[config.mk]
export PLATFORM = sky130hd
export DESIGN_NAME = dmux_rr_sequencer_flat
export DESIGN_NICKNAME = d
export VERILOG_FILES = /design/src/rtl/dmux_rr_sequencer_if.sv /design/src/rtl/dmux_rr_sequencer.sv /design/src/flat_wrapper.sv
export SDC_FILE = /design/constraint.sdc
export NUM_CORES = 1
export LEC_CHECK = 0
export CAP_MARGIN = 30
export CORE_AREA = 8 8 47 77
export DETAILED_ROUTE_END_ITERATION = 16
export DIE_AREA = 0 0 55 85
export PLACE_DENSITY = 0.81
export SLEW_MARGIN = 10
export SYNTH_ARGS = -nofsm -noshare
export SYNTH_HDL_FRONTEND = slang
export SYNTH_SLANG_ARGS = --single-unit
[constraint.sdc]
create_clock -name clk -period 1.8 [get_ports clk]
set_input_delay 0.36 -clock clk [delete_from_list [all_inputs] [get_ports clk]]
set_output_delay 0.36 -clock clk [all_outputs]
set_load 0.03 [all_outputs]
[src/rtl/dmux_rr_sequencer_if.sv]
// dmux_rr_sequencer_if: control, serial stream and demux drive signals of the round-robin sequencer
interface dmux_rr_sequencer_if #(parameter int DWELL_W = 4);
  logic start;
  logic stop;
  logic [DWELL_W-1:0] dwell;
  logic [3:0] ch_mask;
  logic din_valid;
  logic din;
  logic din_ready;
  logic dmux_in;
  logic dmux_sel0;
  logic dmux_sel1;
  logic busy;
  logic wrap;
  logic cfg_err;
  modport master (
    output start, stop, dwell, ch_mask, din_valid, din,
    input din_ready, dmux_in, dmux_sel0, dmux_sel1, busy, wrap, cfg_err
  );
  modport slave (
    input start, stop, dwell, ch_mask, din_valid, din,
    output din_ready, dmux_in, dmux_sel0, dmux_sel1, busy, wrap, cfg_err
  );
endinterface

[src/rtl/dmux_rr_sequencer.sv]
// dmux_rr_sequencer: steers a serial stream round-robin across enabled 1-to-4 demux outputs
module dmux_rr_sequencer #(parameter int DWELL_W = 4) (
  input logic clk,
  input logic rst,
  dmux_rr_sequencer_if.slave bus
);
  typedef enum logic {IDLE, RUN} state_t;
  state_t state;
  logic [1:0] ch, nxt, first;
  logic [3:0] mask_l;
  logic [DWELL_W-1:0] cnt, dwell_l, last;
  logic acc, adv;
  assign bus.din_ready = (state == RUN) && !bus.stop && !rst;
  assign acc = bus.din_valid && bus.din_ready;
  assign last = (dwell_l == '0) ? '0 : dwell_l - DWELL_W'(1);
  assign adv = acc && (cnt == last);
  assign first = bus.ch_mask[0] ? 2'd0 : bus.ch_mask[1] ? 2'd1 : bus.ch_mask[2] ? 2'd2 : 2'd3;
  // descending scan so the nearest enabled channel above ch wins; ch itself if it is the only one
  always_comb begin
    nxt = ch;
    for (int i = 3; i >= 1; i--)
      if (mask_l[2'(ch + 2'(i))]) nxt = 2'(ch + 2'(i));
  end
  always_ff @(posedge clk) begin
    if (rst) begin
      state <= IDLE;
      ch <= '0;
      cnt <= '0;
      mask_l <= '0;
      dwell_l <= '0;
      bus.dmux_in <= 1'b0;
      bus.dmux_sel0 <= 1'b0;
      bus.dmux_sel1 <= 1'b0;
      bus.busy <= 1'b0;
      bus.wrap <= 1'b0;
      bus.cfg_err <= 1'b0;
    end else begin
      bus.dmux_in <= acc && bus.din;
      bus.wrap <= adv && (nxt <= ch);
      bus.cfg_err <= (state == IDLE) && bus.start && (bus.ch_mask == '0);
      if (acc) {bus.dmux_sel0, bus.dmux_sel1} <= ch;
      if (state == IDLE) begin
        if (bus.start && |bus.ch_mask) begin
          state <= RUN;
          bus.busy <= 1'b1;
          ch <= first;
          cnt <= '0;
          mask_l <= bus.ch_mask;
          dwell_l <= bus.dwell;
        end
      end else if (bus.stop) begin
        state <= IDLE;
        bus.busy <= 1'b0;
      end else if (acc) begin
        cnt <= adv ? '0 : cnt + DWELL_W'(1);
        if (adv) ch <= nxt;
      end
    end
  end
endmodule

[src/flat_wrapper.sv]
// flat-port wrapper written by rule: the top's interface ports become plain ports
module dmux_rr_sequencer_flat 
#(parameter int DWELL_W = 4)
  (clk, rst, bus_start, bus_stop, bus_dwell, bus_ch_mask, bus_din_valid, bus_din, bus_din_ready, bus_dmux_in, bus_dmux_sel0, bus_dmux_sel1, bus_busy, bus_wrap, bus_cfg_err);
  dmux_rr_sequencer_if #(.DWELL_W(DWELL_W)) bus_i ();
  input logic clk;
  input logic rst;
  input wire logic [$bits(bus_i.start)-1:0] bus_start;
  input wire logic [$bits(bus_i.stop)-1:0] bus_stop;
  input wire logic [$bits(bus_i.dwell)-1:0] bus_dwell;
  input wire logic [$bits(bus_i.ch_mask)-1:0] bus_ch_mask;
  input wire logic [$bits(bus_i.din_valid)-1:0] bus_din_valid;
  input wire logic [$bits(bus_i.din)-1:0] bus_din;
  output wire logic [$bits(bus_i.din_ready)-1:0] bus_din_ready;
  output wire logic [$bits(bus_i.dmux_in)-1:0] bus_dmux_in;
  output wire logic [$bits(bus_i.dmux_sel0)-1:0] bus_dmux_sel0;
  output wire logic [$bits(bus_i.dmux_sel1)-1:0] bus_dmux_sel1;
  output wire logic [$bits(bus_i.busy)-1:0] bus_busy;
  output wire logic [$bits(bus_i.wrap)-1:0] bus_wrap;
  output wire logic [$bits(bus_i.cfg_err)-1:0] bus_cfg_err;
  assign bus_i.start = bus_start;
  assign bus_i.stop = bus_stop;
  assign bus_i.dwell = bus_dwell;
  assign bus_i.ch_mask = bus_ch_mask;
  assign bus_i.din_valid = bus_din_valid;
  assign bus_i.din = bus_din;
  assign bus_din_ready = bus_i.din_ready;
  assign bus_dmux_in = bus_i.dmux_in;
  assign bus_dmux_sel0 = bus_i.dmux_sel0;
  assign bus_dmux_sel1 = bus_i.dmux_sel1;
  assign bus_busy = bus_i.busy;
  assign bus_wrap = bus_i.wrap;
  assign bus_cfg_err = bus_i.cfg_err;
  dmux_rr_sequencer #(.DWELL_W(DWELL_W)) u_core (.clk(clk), .rst(rst), .bus(bus_i));
endmodule
==> results.md <==
- Mapped cell area: 1130 sq um
- CTS Buffer Depth: 2
- Post-synthesis register bit count: 21
- Most common cell after layout, fill and taps aside: nand2_1
- Total Wirelength: roughly 3.1 mm
- Fin cells: 200
- Share of cells above drive strength 1: 0.162
- P_sw: around 290 uW
- Core area: 2630 sq um
- Syn-to-layout area delta: 32.7%
- Hold buffers post-CTS: 0
- Netlist cell types: 42
- Met3 Use GR: 0.0263
- Final Power: 1.05 mW
- Met1 usage: 0.122
- Top cells by area, synth: dfxtp_1 37%, a21oi_1 7.5%, nand2_1 7.3%
- ANT nets after route: 0
- Clock Skew: 0.00270 ns
- Worst-path fanout max: 4
- Clk sinks: 21
- RSZ-0062 raised after global routing: yes
- Minimum clock period: 1.77 ns
- FP Rows: 25
- Hold path start: u_core.bus.busy$_SDFFE_PP0P_
- Area after DPL: 1430 sq um
- P_int: approximately 760 uW
- Routed vias: about 1100
- Nets@finish: 191
- H-Tree Depth: 1
- CTS buffer count: 3
- Grt total ovfl: 0
- Iteration-0 DRC Markers: 27
- Max VDD drop: between 400 and 500 uV
- Area share of the leading cell type in the synthesized netlist: 0.370
- Net Sw Frac: 0.275
- CP arrival: around 1.9 ns
- Clk network pwr share: 0.296
- Critical path endpoint category: flip-flop
- Die width: between 50 and 60 microns
- Vias per inst: 5.66
- RR Startpoint: u_core.dwell_l[3]$_SDFFE_PP0P_
- DPL Wire Length: 2.41 mm
- RePlAce Congestion: between 0.8 and 0.9
- Pins Over Slew Limit: 0
- Pin count of the biggest net entering global routing: 24
- Final hold vios: 0
- Yosys Warn Count: 0
- Worst-path clk slew: about 0.070 ns
- Initial antenna violation count: 0
- Number of diodes: 0
- Number of global-route vias before repair: approximately 1200
- IO Pins: 21
- PwrDens: around 690 nW/um^2
- Crit path launch type: input port
- F_max: around 570 MHz
- Finish-stage setup viols: 0
- GRT Resource Usage Total: 0.138
- Slew headroom: 0.724
- CTS tree: yes
- Least-Margin Pin Slew: between 0.4 and 0.5 ns
- Pleak: around 0.6 nW
- Crit share post-route: 0.982
- Syn avg cell area: about 8.0 sq um
- Status: completed
- Req. time, crit path: about 2.0 ns
- Met2 usage: 0.247
- Commonest non-fill, non-tap cells in the layout: 22 x nand2_1, 20 x dfxtp_1, 16 x a21oi_1, 15 x clkdlybuf4s50_1, 14 x buf_4
- WL/cell: 15.7 microns
- Root Driver: clkbuf_8
- Detailed-router iteration count before antenna repair: 4
- Port Buffers: 20
- Setup Fix Bufs, Post-CTS: 0
- Dpl cells: a little under 200
- WS Path Type: input port to flip-flop
- Clk Latency, worst-skew pair: around 0.26 ns
- Synthesized Nets: ~160
- Hold/Removal Path Class: flip-flop to flip-flop
- Die ar.: approximately 4700 sq um
- DRC: 0
- MaxCap Viol Count: 0
- First-pass GRT wire length: between 5 and 6 mm
- Die Y: 85 microns
- Post-synthesis sequential area ratio: 0.370
- Sequential power share: 0.487
- Initial Util: 0.432
- Worst hold margin: about 0.46 ns
- Fin area: ~1500 sq um
- Busiest grt layer: met2
- Gate power share: 0.217
- Dominant cell type by area after synthesis: dfxtp_1
- Setup crit start: bus_ch_mask[3]
- Cell count after synthesis: about 140
critical path, cell delays in order:
cell and delay [ns]:
clkdlybuf4s50_1 0.42, or4_4 0.46, and2_4 0.18, o211ai_2 0.16
o21ai_1 0.08, a32o_1 0.25
metrics by stage:
step | TNS [ns] | util | setup WS [ns]
global placement | -2.35 | 0.544 | -0.282
finish | 0 | 0.573 | 0.0321
global route | -0.0141 | 0.573 | -0.00902
CTS | 0 | 0.563 | 0.00278
detailed placement | -2.94 | 0.544 | -0.339
floorplan | 0 | - | 0.0816
area by class of cell:
cell class	instances	area, sq um
Tap cell	27	33.8
Clock buffer	4	45.0
Inverter	7	26.3
Timing Repair Buffer	34	305
Fill cell	252	1120
Sequential cell	21	422
Multi-Input combinational cell	107	674
synth_stat cells:
| library cell | number |
|---|---|
| nand2b_1 | 6 |
| nor2_1 | 8 |
| a32o_1 | 2 |
| or4_4 | 1 |
| o221ai_1 | 1 |
| a21o_1 | 2 |
| mux2i_1 | 1 |
| mux2_2 | 1 |
| nand3_1 | 1 |
| o21ai_0 | 6 |
| o21ai_1 | 1 |
| xnor2_1 | 1 |
| and2_4 | 1 |
| o211ai_2 | 1 |
| o211ai_1 | 1 |
| buf_4 | 2 |
| and2_1 | 2 |
| dfxtp_1 | 21 |
| nor3b_1 | 2 |
| a211oi_1 | 1 |
| nand3b_1 | 1 |
| and4bb_2 | 1 |
| nor3_1 | 5 |
| inv_1 | 7 |
| o21bai_1 | 1 |
| buf_6 | 1 |
| a2bb2oi_1 | 1 |
| nor2b_1 | 6 |
| a22oi_1 | 1 |
| o22ai_1 | 1 |
| o311ai_0 | 1 |
| buf_2 | 1 |
| o21a_1 | 2 |
| or2_1 | 1 |
| o2111ai_1 | 2 |
| clkbuf_1 | 3 |
| a311o_1 | 1 |
| and3_1 | 1 |
| nand2_1 | 22 |
| ha_1 | 3 |
| o31ai_1 | 1 |
| a21oi_1 | 17 |
routing by layer:
| layer | part of all wire | wire [microns] |
|---|---|---|
| met1 | 0.35 | 1090 |
| met2 | 0.55 | 1740 |
| met3 | 0.032 | 101 |
| met4 | 0.064 | 202 |
| met5 | 0 | 0 |
power groups by stage:
stage	Sequential, mW	Clock [mW]	Combinational (mW)
finish	0.509	0.310	0.227
global placement	0.517	0	0.208
global route	0.512	0.322	0.248
CTS	0.508	0.314	0.219
detailed placement	0.519	0	0.218
floorplan	0.518	0	0.128
state kept, by name, summed over array words and instances, names as in the netlist:
name	cells
u_core.cnt	4
u_core.dwell_l	4
u_core.mask_l	4
u_core.ch	2
u_core.bus.busy	1
u_core.bus.cfg_err	1
u_core.bus.dmux_in	1
u_core.bus.dmux_sel0	1
u_core.bus.dmux_sel1	1
u_core.bus.wrap	1
u_core.state	1
cell families after synthesis:
group	after synthesis	share of synthesized area
multiplexers	2	0.0187
adder cells (fa/ha/maj)	3	0.0331
buffers and inverters	14	0.0606
flip-flops	21	0.370
XOR/XNOR	1	0.00772
AO/OA/AOI/OAI	43	0.247
AND/OR/NAND/NOR	58	0.262
worst paths after layout:
check             slack (ns)  depth (start not counted)                      endpoint
setup reg to reg        0.06                          5    u_core.cnt[2]$_SDFFE_PP0P_
setup / recovery        0.03                          6    u_core.cnt[2]$_SDFFE_PP0P_
hold / removal          0.46                          2  u_core.bus.busy$_SDFFE_PP0P_
hold reg to reg         0.46                          2  u_core.bus.busy$_SDFFE_PP0P_
timing repair:
action	CTS	global route
setup endpoints to repair	3	6
gates resized for setup	6	6
pin swaps	2	0
No activity file was read; power rests on OpenSTA's default activity.
